===== src/rtl/munoc_resp_return_router_pkg.sv =====
// Shared munoc definitions: node-ID limits, the return-router FSM encoding and
// the node-to-port decode used by the response return path.
package munoc_resp_return_router_pkg;

    localparam int unsigned MUNOC_MAX_INITIATOR     = 16;
    localparam int unsigned MUNOC_MAX_NODE_ID_WIDTH = 8;

    localparam logic [1:0] StIdle  = 2'd0;
    localparam logic [1:0] StRoute = 2'd1;
    localparam logic [1:0] StDrop  = 2'd2;

    // One-hot port select for a node ID; all-zero means the node has no return port.
    function automatic logic [MUNOC_MAX_INITIATOR-1:0] munoc_node_to_port(
        input logic [31:0] node,
        input int unsigned num_initiator
    );
        logic [MUNOC_MAX_INITIATOR-1:0] port;
        port = '0;
        for (int unsigned i = 0; i < MUNOC_MAX_INITIATOR; i++) begin
            if ((i < num_initiator) && (node == i)) begin
                port[i] = 1'b1;
            end
        end
        return port;
    endfunction

endpackage


===== src/rtl/munoc_resp_fifo.sv =====
// Small synchronous FIFO for response beats; DEPTH must be a power of two >= 2.
module munoc_resp_fifo #(
    parameter int unsigned WIDTH = 8,
    parameter int unsigned DEPTH = 2
) (
    input  logic             clk,
    input  logic             rstnn,
    input  logic             push,
    input  logic [WIDTH-1:0] wdata,
    input  logic             pop,
    output logic [WIDTH-1:0] rdata,
    output logic             full,
    output logic             empty
);

    localparam int unsigned PTR_W = $clog2(DEPTH);
    localparam int unsigned CNT_W = PTR_W + 1;

    logic [WIDTH-1:0] mem [DEPTH];
    logic [PTR_W-1:0] wr_ptr_q, rd_ptr_q;
    logic [CNT_W-1:0] count_q, count_d;
    logic             do_push, do_pop;

    // A push is still taken while full if the head leaves in the same cycle.
    assign do_pop  = pop && !empty;
    assign do_push = push && (!full || do_pop);

    assign full  = (count_q == CNT_W'(DEPTH));
    assign empty = (count_q == '0);
    assign rdata = mem[rd_ptr_q];

    always_comb begin
        count_d = count_q;
        case ({do_push, do_pop})
            2'b10:   count_d = count_q + 1'b1;
            2'b01:   count_d = count_q - 1'b1;
            default: count_d = count_q;
        endcase
    end

    always_ff @(posedge clk) begin
        if (do_push) begin
            mem[wr_ptr_q] <= wdata;
        end
    end

    always_ff @(posedge clk or negedge rstnn) begin
        if (!rstnn) begin
            wr_ptr_q <= '0;
            rd_ptr_q <= '0;
            count_q  <= '0;
        end else begin
            if (do_push) wr_ptr_q <= wr_ptr_q + 1'b1;
            if (do_pop)  rd_ptr_q <= rd_ptr_q + 1'b1;
            count_q <= count_d;
        end
    end

endmodule


===== src/rtl/munoc_resp_return_router.sv =====
// Routes buffered response bursts to the initiator port named by the first beat's
// source node. Define MUNOC_RESP_RETURN_ROUTER_ERR_STATUS_EN to add err_flag/err_node.
module munoc_resp_return_router
    import munoc_resp_return_router_pkg::*;
#(
    parameter int unsigned NUM_INITIATOR = 4,
    parameter int unsigned NODE_ID_WIDTH = 4,
    parameter int unsigned DATA_WIDTH    = 32,
    parameter int unsigned FIFO_DEPTH    = 2
) (
    input  logic                     clk,
    input  logic                     rstnn,
    input  logic                     rx_valid,
    output logic                     rx_ready,
    input  logic [NODE_ID_WIDTH-1:0] rx_src_node,
    input  logic [DATA_WIDTH-1:0]    rx_data,
    input  logic                     rx_last,
    output logic [NUM_INITIATOR-1:0] tx_valid,
    input  logic [NUM_INITIATOR-1:0] tx_ready,
    output logic [DATA_WIDTH-1:0]    tx_data,
    output logic                     tx_last
`ifdef MUNOC_RESP_RETURN_ROUTER_ERR_STATUS_EN
    ,
    output logic                     err_flag,
    output logic [NODE_ID_WIDTH-1:0] err_node
`endif
);

    localparam int unsigned BEAT_W = NODE_ID_WIDTH + DATA_WIDTH + 1;

    logic [BEAT_W-1:0]              wdata, rdata;
    logic                           push, pop, full, empty;
    logic [NODE_ID_WIDTH-1:0]       head_node;
    logic [DATA_WIDTH-1:0]          head_data;
    logic                           head_last;
    logic [MUNOC_MAX_INITIATOR-1:0] head_mask;
    logic [NUM_INITIATOR-1:0]       dec_port;
    logic                           dec_legal;
    logic [1:0]                     state_q, state_d;
    logic [NUM_INITIATOR-1:0]       port_q, port_d;

    assign wdata    = {rx_src_node, rx_data, rx_last};
    assign push     = rx_valid && !full;
    assign rx_ready = !full;

    munoc_resp_fifo #(
        .WIDTH (BEAT_W),
        .DEPTH (FIFO_DEPTH)
    ) u_fifo (
        .clk   (clk),
        .rstnn (rstnn),
        .push  (push),
        .wdata (wdata),
        .pop   (pop),
        .rdata (rdata),
        .full  (full),
        .empty (empty)
    );

    assign head_node = rdata[BEAT_W-1 -: NODE_ID_WIDTH];
    assign head_data = rdata[DATA_WIDTH:1];
    assign head_last = rdata[0];

    // Bits above NUM_INITIATOR are always zero, so OR-ing the full mask is the legality test.
    assign head_mask = munoc_node_to_port(32'(head_node), NUM_INITIATOR);
    assign dec_port  = head_mask[NUM_INITIATOR-1:0];
    assign dec_legal = |head_mask;

    assign tx_data = head_data;
    assign tx_last = head_last;

    always_comb begin
        state_d  = state_q;
        port_d   = port_q;
        pop      = 1'b0;
        tx_valid = '0;
        case (state_q)
            StIdle: begin
                if (!empty) begin
                    port_d  = dec_port;
                    state_d = dec_legal ? StRoute : StDrop;
                end
            end
            StRoute: begin
                // port_q is locked for the whole burst; later src_node values are ignored.
                tx_valid = port_q & {NUM_INITIATOR{!empty}};
                pop      = |(tx_valid & tx_ready);
                if (pop && head_last) state_d = StIdle;
            end
            StDrop: begin
                pop = !empty;
                if (pop && head_last) state_d = StIdle;
            end
            default: state_d = StIdle;
        endcase
    end

    always_ff @(posedge clk or negedge rstnn) begin
        if (!rstnn) begin
            state_q <= StIdle;
            port_q  <= '0;
        end else begin
            state_q <= state_d;
            port_q  <= port_d;
        end
    end

`ifdef MUNOC_RESP_RETURN_ROUTER_ERR_STATUS_EN
    logic                     err_flag_q;
    logic [NODE_ID_WIDTH-1:0] err_node_q;

    always_ff @(posedge clk or negedge rstnn) begin
        if (!rstnn) begin
            err_flag_q <= 1'b0;
            err_node_q <= '0;
        end else if ((state_q == StIdle) && !empty && !dec_legal) begin
            err_flag_q <= 1'b1;
            if (!err_flag_q) err_node_q <= head_node;
        end
    end

    assign err_flag = err_flag_q;
    assign err_node = err_node_q;
`endif

endmodule


===== config.mk =====
export PLATFORM = sky130hd
export DESIGN_NAME = munoc_resp_return_router
export DESIGN_NICKNAME = d
export VERILOG_FILES = /design/src/rtl/munoc_resp_return_router_pkg.sv /design/src/rtl/munoc_resp_fifo.sv /design/src/rtl/munoc_resp_return_router.sv
export SDC_FILE = /design/constraint.sdc
export NUM_CORES = 1
export LEC_CHECK = 0
export ABC_AREA = 1
export BUFFER_PORTS_ARGS = -buffer_cell sky130_fd_sc_hd__buf_2
export CORE_UTILIZATION = 40
export CTS_BUF_LIST = sky130_fd_sc_hd__clkbuf_4 sky130_fd_sc_hd__clkbuf_8 sky130_fd_sc_hd__clkbuf_16
export DETAILED_ROUTE_END_ITERATION = 6
export HOLD_SLACK_MARGIN = 0.05
export PLACE_DENSITY = 0.6
export SLEW_MARGIN = 20
export SYNTH_ARGS = -nofsm -noshare
export SYNTH_HDL_FRONTEND = slang
export SYNTH_HIERARCHICAL = 1
export SYNTH_SLANG_ARGS = --single-unit

===== constraint.sdc =====
create_clock -name clk -period 10.8 [get_ports clk]
set_clock_uncertainty 0.1 [all_clocks]
set_input_delay 0.54 -clock clk [delete_from_list [all_inputs] [get_ports clk]]
set_output_delay 0.54 -clock clk [all_outputs]
set_load 0.02 [all_outputs]

==> reports/results.txt <==
Routed Antenna Nets: 0
Detailed Place HPWL: 3.72 mm
Iteration-0 DRC Markers: 125
Slew Viols, Final: 0
drt first pass iters: 4
Gate power share: 40.0%
register area share after synthesis: 73.5%
P_int: 0.689 mW
static leakage: 1.81 nW
Clk pwr share: 19.1%
Post-CTS Resized: 0
final critical-path share of the clock period: 28.6%
pwr dens: 278 nW/um2
Flop pwr share: 40.9%
Post-DP Area: 3870 um2
first-pass GRT wire length: 9.47 mm
GRT overflow: 0
R2R depth: 11
Fmax: 0.324 GHz
RSZ-0062 raised after global routing: no
Sw Share: 39.8%
Die H: 93.7 um
starting density of the core: 41.1%
Port Buffers: 81
warnings from Yosys: 6
Max-slew headroom: 40.8%
Mapped Area: 3360 um2
Data arrival, critical path: 3040 ps
vias in the first global route: 2048
diode count: 0
Hold WS: 275 ps
crit end category: flop
Die Wd: 93.7 um
vias per inst: 4.55
Avg Cell Area, Syn: 11.8 um2
Fin. Hold Viols: 0
area delta synth->final: 22.6%
actual slew at the worst max-slew pin: 880 ps
share of post-route cells with drive strength above 1: 30.0%
clock root cell: clkbuf_8
most frequent cells in the layout: 126 x nand2_1, 81 x buf_2, 74 x edfxtp_1
worst hold path depth: 1
reported max-cap violation count: 0
Synth cell types: 21
largest net degree at the start of global routing: 39
initial antenna violation count: 0
FF+latch count, synth: 84
Final Critical Period: 3080 ps
Core ar.: 8180 um2
drc violations: 0
via count: 2191
hold path startpoint: rx_data[11]
hold crit path type: input port to flop
Max clock buf depth: 2
Net Switching: 0.456 mW
Post-Route WL: 5.94 mm
CP startpoint kind: flop
WL/cell: 12.3 um
GPL Wtd Cong: 0.747
Worst Path Max Fanout: 21
Row Count: 33
Clock transition at path regs: 80 ps
postcts setup bufs: 0
Mapped Cells: 284
H-tree depth: 3
critical path class: flop to flop
fin area: 4120 um2
Worst-Skew Late Latency: 350 ps
Layout fillers: 740
Nets: 419
Worst EP required: 10750 ps
crit path from: u_fifo/count_q[0]
Final TNS setup: 0 ps
I/O pins: 82
Die Footprint: 8780 um2
Peak VDD IR: 126 uV
Tot GR Track Use: 14.7%
Inserted Clock Buffers: 9
CTS Sinks: 84
status: complete, no violations
Net Count, Synth: 331
final setup violation count: 0
reg2reg start: u_fifo/count_q[0]
CTS tree: yes
commonest non-fill, non-tap cell in the layout: nand2_1
through the flow:
stage	total power [mW]	util, %	cells	setup slack, ps
CTS	1.15	49.8	480	7490
finish	1.14	50.4	482	7720
floorplan	0.796	-	284	7060
global placement	0.921	47.3	463	7540
global route	1.23	50.4	482	7490
detailed placement	0.926	47.3	463	7520
registers in the layout (all words and copies together) (netlist names):
name / count
u_fifo/mem: 74
port_q: 4
state_q: 2
u_fifo/count_q: 2
u_fifo/rd_ptr_q: 1
u_fifo/wr_ptr_q: 1
logic make-up after synthesis:
logic type	Yosys count	synth area share (%)
AOI/OAI and AO/OA	11	2.19
xor gates and xnor gates	2	0.521
adders and majority gates	3	1.12
buffers and inverters	30	4.13
DFF	84	73.5
and+or+nand+nor	154	18.5
Yosys cell counts (all sizes together):
library cell  instances  area [um2]
a21boi                1        7.51
buf                   7        52.6
clkbuf                1        3.75
dfrtp                10         250
edfxtp               74        2220
ha                    3        37.5
inv                  22        82.6
nand2               130         498
nand3                11        65.1
nand4                 2        12.5
nor2                  6        22.5
nor3                  5        25.0
o21ai                 7        46.3
o22ai                 2        12.5
o31ai                 1        7.51
xor2                  2        17.5
cell type report:
cell class / count / area (um2) / share of cell area [%]
inverters: 22 / 82.6 / 2.00
well taps: 105 / 131 / 3.19
repair buffers: 85 / 470 / 11.4
clock buffers: 9 / 124 / 3.00
flip-flops and latches: 84 / 2470 / 60.0
multi-input cells: 170 / 767 / 18.6
clock inverters: 7 / 75.1 / 1.82
path summary, 6_finish.rpt:
path / slack, ps / to
setup / recovery: 7720 / u_fifo/mem[1][22]
hold / removal: 270 / u_fifo/mem[0][12]
setup reg to reg: 7720 / u_fifo/mem[1][22]
hold reg to reg: 410 / state_q[0]
max in group asynchronous: 9940 / port_q[3]
min in group asynchronous: 470 / port_q[1]
metal layers:
metal  GRT usage, %  vias to the layer above  wire length (um)
met4           6.92                        0                97
met5              0                        -                 0
met3           4.45                        9               351
met2           23.4                       59              2670
met1           18.3                     1003              2810
li1               -                     1120                 -
timing repair:
action / 4_1_cts / 5_1_grt
endpoints found under the setup margin: 0 / 0
hold endpoints to repair: 10 / 0
hold buffers: 1 / 0
power groups by stage:
stage | logic (mW) | clock network, mW | registers (mW)
after global placement | 0.445 | 0 | 0.476
final | 0.457 | 0.219 | 0.469
after detailed placement | 0.448 | 0 | 0.478
after CTS | 0.450 | 0.225 | 0.470
after global routing | 0.513 | 0.237 | 0.477
after floorplan | 0.320 | 0 | 0.475
worst max-delay path, cell delays in order, from the launching register on:
cell and delay (ps):
dfrtp_1 400, inv_2 80, nand2_2 90, inv_1 110, inv_2 110, nand3_1 70, nand2_1 90, o21ai_0 90
a21boi_0 700, o21ai_4 180, nor2_4 510, buf_16 240
Power figures use the tool's default switching activity.
